==> src/rtl/uart_alu_interface.sv <==
// rtl/uart_alu_interface.sv - UART-to-ALU front-end: collects A, B, operator bytes, returns result to TX.
// Optional inter-byte timeout compiled in with UART_ALU_IF_TIMEOUT_EN.
module uart_alu_interface #(
    parameter int NB_DATA        = 8,
    parameter int NB_OPERADOR    = 6,
    parameter int TIMEOUT_CYCLES = 1000000
) (
    input  logic                   i_clk,
    input  logic                   i_rst_n,
    input  logic [NB_DATA-1:0]     i_rx_data,
    input  logic                   i_rx_done,
    output logic [NB_DATA-1:0]     o_dato_a,
    output logic [NB_DATA-1:0]     o_dato_b,
    output logic [NB_OPERADOR-1:0] o_operador,
    output logic                   o_alu_valid,
    input  logic [NB_DATA-1:0]     i_alu_resultado,
    input  logic                   i_alu_done,
    output logic [NB_DATA-1:0]     o_tx_data,
    output logic                   o_tx_start,
    input  logic                   i_tx_done,
    output logic                   o_busy,
    output logic                   o_rx_drop,
    output logic                   o_timeout
);

    typedef enum logic [2:0] {
        ST_WAIT_A,
        ST_WAIT_B,
        ST_WAIT_OP,
        ST_VALID,
        ST_TX_START,
        ST_WAIT_TX
    } state_t;

    state_t                 state_q, state_d;
    logic [NB_DATA-1:0]     dato_a_q, dato_a_d;
    logic [NB_DATA-1:0]     dato_b_q, dato_b_d;
    logic [NB_OPERADOR-1:0] operador_q, operador_d;
    logic [NB_DATA-1:0]     tx_data_q, tx_data_d;
    logic                   alu_valid_q, alu_valid_d;
    logic                   tx_start_q, tx_start_d;
    logic                   busy_q, busy_d;
    logic                   rx_drop_q, rx_drop_d;
    logic                   timeout_hit;

`ifdef UART_ALU_IF_TIMEOUT_EN
    localparam int CNT_W = (TIMEOUT_CYCLES > 1) ? $clog2(TIMEOUT_CYCLES) : 1;

    logic [CNT_W-1:0] cnt_q;
    logic             timeout_q;
    logic             cnt_run;

    assign cnt_run     = (state_q == ST_WAIT_B) || (state_q == ST_WAIT_OP);
    assign timeout_hit = cnt_run && (cnt_q == CNT_W'(TIMEOUT_CYCLES - 1));

    // Counter clears on any accepted byte, on expiry, and everywhere outside B/OP.
    always_ff @(posedge i_clk) begin
        if (!i_rst_n) begin
            cnt_q     <= '0;
            timeout_q <= 1'b0;
        end else begin
            timeout_q <= timeout_hit && !i_rx_done;
            if (cnt_run && !i_rx_done && !timeout_hit) begin
                cnt_q <= cnt_q + 1'b1;
            end else begin
                cnt_q <= '0;
            end
        end
    end

    assign o_timeout = timeout_q;
`else
    assign timeout_hit = 1'b0;
    assign o_timeout   = 1'b0;
`endif

    always_comb begin
        state_d    = state_q;
        dato_a_d   = dato_a_q;
        dato_b_d   = dato_b_q;
        operador_d = operador_q;
        tx_data_d  = tx_data_q;
        rx_drop_d  = 1'b0;
        case (state_q)
            ST_WAIT_A: begin
                if (i_rx_done) begin
                    dato_a_d = i_rx_data;
                    state_d  = ST_WAIT_B;
                end
            end
            ST_WAIT_B: begin
                if (i_rx_done) begin
                    dato_b_d = i_rx_data;
                    state_d  = ST_WAIT_OP;
                end else if (timeout_hit) begin
                    state_d = ST_WAIT_A;
                end
            end
            ST_WAIT_OP: begin
                if (i_rx_done) begin
                    operador_d = i_rx_data[NB_OPERADOR-1:0];
                    state_d    = ST_VALID;
                end else if (timeout_hit) begin
                    state_d = ST_WAIT_A;
                end
            end
            ST_VALID: begin
                rx_drop_d = i_rx_done;
                if (i_alu_done) begin
                    tx_data_d = i_alu_resultado;
                    state_d   = ST_TX_START;
                end
            end
            ST_TX_START: begin
                rx_drop_d = i_rx_done;
                state_d   = ST_WAIT_TX;
            end
            ST_WAIT_TX: begin
                // A byte racing tx_done is dropped, never taken as the next A.
                rx_drop_d = i_rx_done;
                if (i_tx_done) begin
                    state_d = ST_WAIT_A;
                end
            end
            default: state_d = ST_WAIT_A;
        endcase
        alu_valid_d = (state_d == ST_VALID);
        tx_start_d  = (state_d == ST_TX_START);
        busy_d      = (state_d != ST_WAIT_A);
    end

    always_ff @(posedge i_clk) begin
        if (!i_rst_n) begin
            state_q     <= ST_WAIT_A;
            dato_a_q    <= '0;
            dato_b_q    <= '0;
            operador_q  <= '0;
            tx_data_q   <= '0;
            alu_valid_q <= 1'b0;
            tx_start_q  <= 1'b0;
            busy_q      <= 1'b0;
            rx_drop_q   <= 1'b0;
        end else begin
            state_q     <= state_d;
            dato_a_q    <= dato_a_d;
            dato_b_q    <= dato_b_d;
            operador_q  <= operador_d;
            tx_data_q   <= tx_data_d;
            alu_valid_q <= alu_valid_d;
            tx_start_q  <= tx_start_d;
            busy_q      <= busy_d;
            rx_drop_q   <= rx_drop_d;
        end
    end

    assign o_dato_a    = dato_a_q;
    assign o_dato_b    = dato_b_q;
    assign o_operador  = operador_q;
    assign o_tx_data   = tx_data_q;
    assign o_alu_valid = alu_valid_q;
    assign o_tx_start  = tx_start_q;
    assign o_busy      = busy_q;
    assign o_rx_drop   = rx_drop_q;

endmodule

==> config.mk <==
export PLATFORM = sky130hd
export DESIGN_NAME = uart_alu_interface
export DESIGN_NICKNAME = d
export VERILOG_FILES = /design/src/rtl/uart_alu_interface.sv
export SDC_FILE = /design/constraint.sdc
export NUM_CORES = 1
export LEC_CHECK = 0
export ABC_CLOCK_PERIOD_IN_PS = 1650
export BUFFER_PORTS_ARGS = -buffer_cell sky130_fd_sc_hd__buf_2
export CAP_MARGIN = 20
export CELL_PAD_IN_SITES_DETAIL_PLACEMENT = 0
export CELL_PAD_IN_SITES_GLOBAL_PLACEMENT = 1
export CORE_MARGIN = 10
export CORE_UTILIZATION = 36
export CTS_CLUSTER_DIAMETER = 30
export CTS_CLUSTER_SIZE = 40
export DETAILED_ROUTE_END_ITERATION = 16
export PLACE_DENSITY_LB_ADDON = 0.25
export REMOVE_ABC_BUFFERS = 1
export SYNTH_ARGS = -nofsm -noshare
export SYNTH_HDL_FRONTEND = slang
export SYNTH_SLANG_ARGS = --single-unit
==> constraint.sdc <==
create_clock -name i_clk -period 1.65 [get_ports i_clk]
set_input_delay 0.165 -clock i_clk [delete_from_list [all_inputs] [get_ports i_clk]]
set_output_delay 0.165 -clock i_clk [all_outputs]
set_load 0.1 [all_outputs]
; After elaboration in Yosys (flattened, before gate mapping)
; Index checks and enable logic that the tools add are counted.
[op_classes]
mux = 6
reduce_logical = 8
n_eq_ne = 7
[ops]
columns = op, count
row1 = $pmux 3 s6, 1
row2 = $mux 3, 5
row3 = $reduce_and 2->1, 5
row4 = $eq 3x2->1 const B, 3
row5 = $eq 3x3->1 const B, 3
row6 = $eq 3x1->1 const B, 1
row7 = $logic_not 3->1, 1
row8 = $reduce_bool 3->1, 1
row9 = $reduce_or 3->1, 1
[word_totals]
wordCells = 30
in_bits = 21
regBits = 37

; Depth between registers and ports, before layout
[depth]
depth_word = 3
depth_mapped = 5
depth_no_buf = 3

; Worst setup path after synthesis
; OpenSTA, ideal clock, no wires.
[synth_path]
path_type = register to register
from = register o_dato_b[0] (netlist name)
to = register dato_b_q[0], in the netlist o_dato_b[0]
slack_ns = 0.389
stages_incl_launch_ff = 3
arrival_time_ns = 1.194
period_less_slack_ns = 1.261
setup_time_ns = 0.067
cell_sequence = dfxtp_1 mux2i_1 nor2b_1
[synth_lines]
columns = item, line_no
row1 = end signal: assignment, 146  ; dato_b_q <= dato_b_d;
row2 = end: declaration, 37  ; logic [NB_DATA-1:0] dato_b_q, dato_b_d;

; Worst setup path in the final report
[layout_path]
from = register state_q[0]
to = register tx_data_q[4], in the netlist o_tx_data[4]
[layout_via]
elab_chain_len = 2
[layout_rtl]
columns = item, line_no
row1 = start: declaration, 35  ; state_t state_q, state_d;
row2 = start signal: assignment, 144  ; state_q <= state_d;
row3 = $eq 3x2->1, 84  ; case (state_q)
row4 = $reduce_and 2->1 (no source line), -
row5 = end signal: assignment, 148  ; tx_data_q <= tx_data_d;
row6 = end: declaration, 39  ; logic [NB_DATA-1:0] tx_data_q, tx_data_d;
; No other way between the ends.
; A chain may end at the register's enable or synchronous reset.

==> summary.md <==
| Metric | Value |
|---|---|
| Reg2Reg Launch Point | `state_q[0]$_SDFF_PN0_` |
| DRT Pass-1 Iters | `4` |
| Yosys cell types | `31` |
| Total Wirelength | `~3700 µm` |
| GPL Wtd Cong | `about 0.74` |
| Fin crit share | `0.8268` |
| Reg area | `approximately 740 µm²` |
| Clock Path Buffers | `2` |
| Synthesized area | `0.001519 mm²` |
| Worst min-delay path category | `input pin to flip-flop` |
| CP required | `1.87 ns` |
| Multi-input gate area | `696.9 µm²` |
| Critical path capture point type | `flip-flop` |
| Iteration-0 DRC Markers | `100` |
| CTS root buf | `clkbuf_8` |
| DR vias | `between 1000 and 1500` |
| Final setup violation count | `0` |
| Core area | `0.004029 mm²` |
| Most common cell after layout, fill and taps aside | `buf_2` |
| Drt drc | `0` |
| Clock-pin slew on the worst setup and hold paths | `0.07 ns` |
| Initial antenna violation count | `0` |
| Setup TNS | `0 ns` |
| # resized after CTS | `0` |
| H-tree depth | `2` |
| Status | `finished clean` |
| Final hold vios | `0` |
| Worst Reg-to-Reg Cells | `4` |
| Grt met1 use | `0.1282` |
| Cells after synthesis | `about 150` |
| Worst-skew pair later-pin latency | `around 0.29 ns` |
| Max-cap violations | `0` |
| GR peak layer | `met2` |
| Row count | `23` |
| Clock Sinks | `37` |
| Post-CTS Setup Bufs | `0` |
| Clk_skew | `0.002944 ns` |
| I/O pin count | `56` |
| First-pass GRT wire length | `6396 µm` |
| FF+latch count, synth | `37` |
| Worst setup endpoint | `o_tx_data[4]$_SDFFE_PN0P_` |
| Pleak | `~0.84 nW` |
| Slew Viols, Final | `0` |
| Crit path DAT | `1.59 ns` |
| Tmin final | `roughly 1.4 ns` |
| Share of cells above drive strength 1 | `0.3413` |
| Mean Syn Cell Area | `9.928 µm²` |
| Routed Antenna Nets | `0` |
| Worst setup path start | `state_q[0]$_SDFF_PN0_` |
| Average routed wire per standard cell | `around 14 µm` |
| Final Net Count | `228` |
| Startpoint types | `flip-flop` |
| Hold Buf Count CTS | `0` |
| Worst VDD drop | `approximately 0.54 mV` |
| I/O Buffers | `54` |
| Inserted Diodes | `0` |
| GR Util All Layers | `0.1075` |
| RSZ-0062 raised after global routing | `false` |
| Global route total overflow | `0` |
| R2R Setup Slk | `around 0.29 ns` |
| Die W | `~85 µm` |
| Synth warnings | `0` |
| Starting Density | `0.3770` |
| Syn-to-layout area delta | `26.69%` |
| GR Util met2 | `0.1601` |
| Placed wire-length estimate | `approximately 2800 µm` |
| Post-synthesis sequential area ratio | `0.4876` |
| RR Endpoint | `o_tx_data[4]$_SDFFE_PN0P_` |
| CTS Buf Count | `5` |
| Die Ht | `84.96 µm` |
| Most frequent cells in the layout | `54 x buf_2, 37 x dfxtp_1, 34 x nand2_1` |
| Worst-path maximum fanout | `10` |
| Crit Path Class | `flip-flop to flip-flop` |
| Fmax achieved | `approximately 730 MHz` |
| Pwr Density | `around 1100 mW/mm²` |
| Largest net degree at the start of global routing | `20` |
| Fillers | `411` |
| Vias in the first global route | `between 1000 and 1500` |
| Tot Pwr | `approximately 2.2 mW` |
| Die footprint | `about 0.0072 mm²` |
| Met3 Resource Use GR | `0.04971` |
| CTS tree | `yes` |
| Vias per cell | `roughly 4.6` |
## routing by layer
metal	up-vias	wire length, µm
met1	526	1736
li1	617	-
met2	43	1567
met4	0	72
met5	-	0
met3	8	311
## area by class of cell
| type | count | area share |
|---|---|---|
| Clock buffer | 6 | 0.04291 |
| Clock inverter | 2 | 0.01951 |
| Inverter | 1 | 0.001951 |
| Multi-Input combinational cell | 104 | 0.3622 |
| Sequential cell | 37 | 0.3849 |
| Tap cell | 50 | 0.03251 |
| Timing Repair Buffer | 58 | 0.1560 |
## registers in the layout, indices dropped and copies added, names as in the netlist
signal       cells
o_dato_a         8
o_operador       6
o_tx_start       1
state_q          3
o_dato_b         8
o_tx_data        8
o_alu_valid      1
o_rx_drop        1
o_busy           1
## Yosys cell counts
| master | number | area [µm²] |
|---|---|---|
| a32o_1 | 1 | 10.01 |
| inv_1 | 1 | 3.750 |
| a21oi_1 | 3 | 15.01 |
| o21a_1 | 1 | 7.510 |
| nand2b_1 | 1 | 6.260 |
| or2b_1 | 1 | 7.510 |
| buf_2 | 2 | 10.01 |
| and4b_1 | 1 | 10.01 |
| or2_1 | 1 | 6.260 |
| mux2i_1 | 14 | 140.1 |
| nand4b_1 | 1 | 8.760 |
| nor4b_4 | 1 | 23.77 |
| clkbuf_1 | 3 | 11.26 |
| o31ai_1 | 1 | 7.510 |
| nand3b_1 | 2 | 15.01 |
| nand2_1 | 34 | 127.6 |
| o221a_1 | 1 | 11.26 |
| nor2b_1 | 14 | 87.58 |
| and4bb_2 | 2 | 25.02 |
| a21o_1 | 1 | 7.510 |
| buf_4 | 3 | 22.52 |
| nor3b_1 | 1 | 7.510 |
| a21boi_1 | 17 | 127.6 |
| nor4_2 | 1 | 12.51 |
| dfxtp_1 | 37 | 740.7 |
| buf_6 | 3 | 33.78 |
| a21oi_2 | 1 | 8.760 |
| or4b_1 | 1 | 10.01 |
| conb_1 | 1 | 3.750 |
| and2_1 | 1 | 6.260 |
| nor2_1 | 1 | 3.750 |
## critical path: stages (launching register included)
cell and delay (ns):
dfxtp_1 0.45, buf_4 0.21, and4b_1 0.41, nand2_1 0.09, a21boi_1 0.14
## worst min path at each step
stage | startpoint | endpoint | cells after the start
final | i_alu_resultado[3] | o_tx_data[3]$_SDFFE_PN0P_ | 3
after global placement | i_alu_resultado[0] | o_tx_data[0]$_SDFFE_PN0P_ | 3
after detailed placement | i_alu_resultado[3] | o_tx_data[3]$_SDFFE_PN0P_ | 3
after CTS | i_alu_resultado[3] | o_tx_data[3]$_SDFFE_PN0P_ | 3
after global routing | i_alu_resultado[6] | o_tx_data[6]$_SDFFE_PN0P_ | 3
after floorplan | i_rx_done | o_rx_drop$_SDFF_PN0_ | 2
## kinds of logic after synthesis
logic type,Yosys count,synth area share
simple gates,63,0.2356
other cells,1,0.002469
buf+inv,12,0.05354
flops,37,0.4876
mux,14,0.09225
compound gates,26,0.1285
## per-stage QoR
step	util	hold WS, ns	instance area [µm²]	setup WS (ns)	std cells
floorplan	-	0.2811	1441	0.3263	142
global placement	0.4478	0.4081	1804	0.3313	250
detailed placement	0.4478	0.4136	1804	0.2859	250
CTS	0.4776	0.09547	1924	0.2745	258
global route	0.4776	0.1059	1924	0.1537	258
finish	0.4776	0.1069	1924	0.2858	258
## power by group
group | switching (mW) | internal [mW] | total (mW)
Clock | 0.324 | 0.491 | 0.815
Combinational | 0.341 | 0.102 | 0.443
Sequential | 0.0204 | 0.928 | 0.949
Total | 0.685 | 1.52 | 2.21
Note: power is estimated with default switching activity, not from simulation.
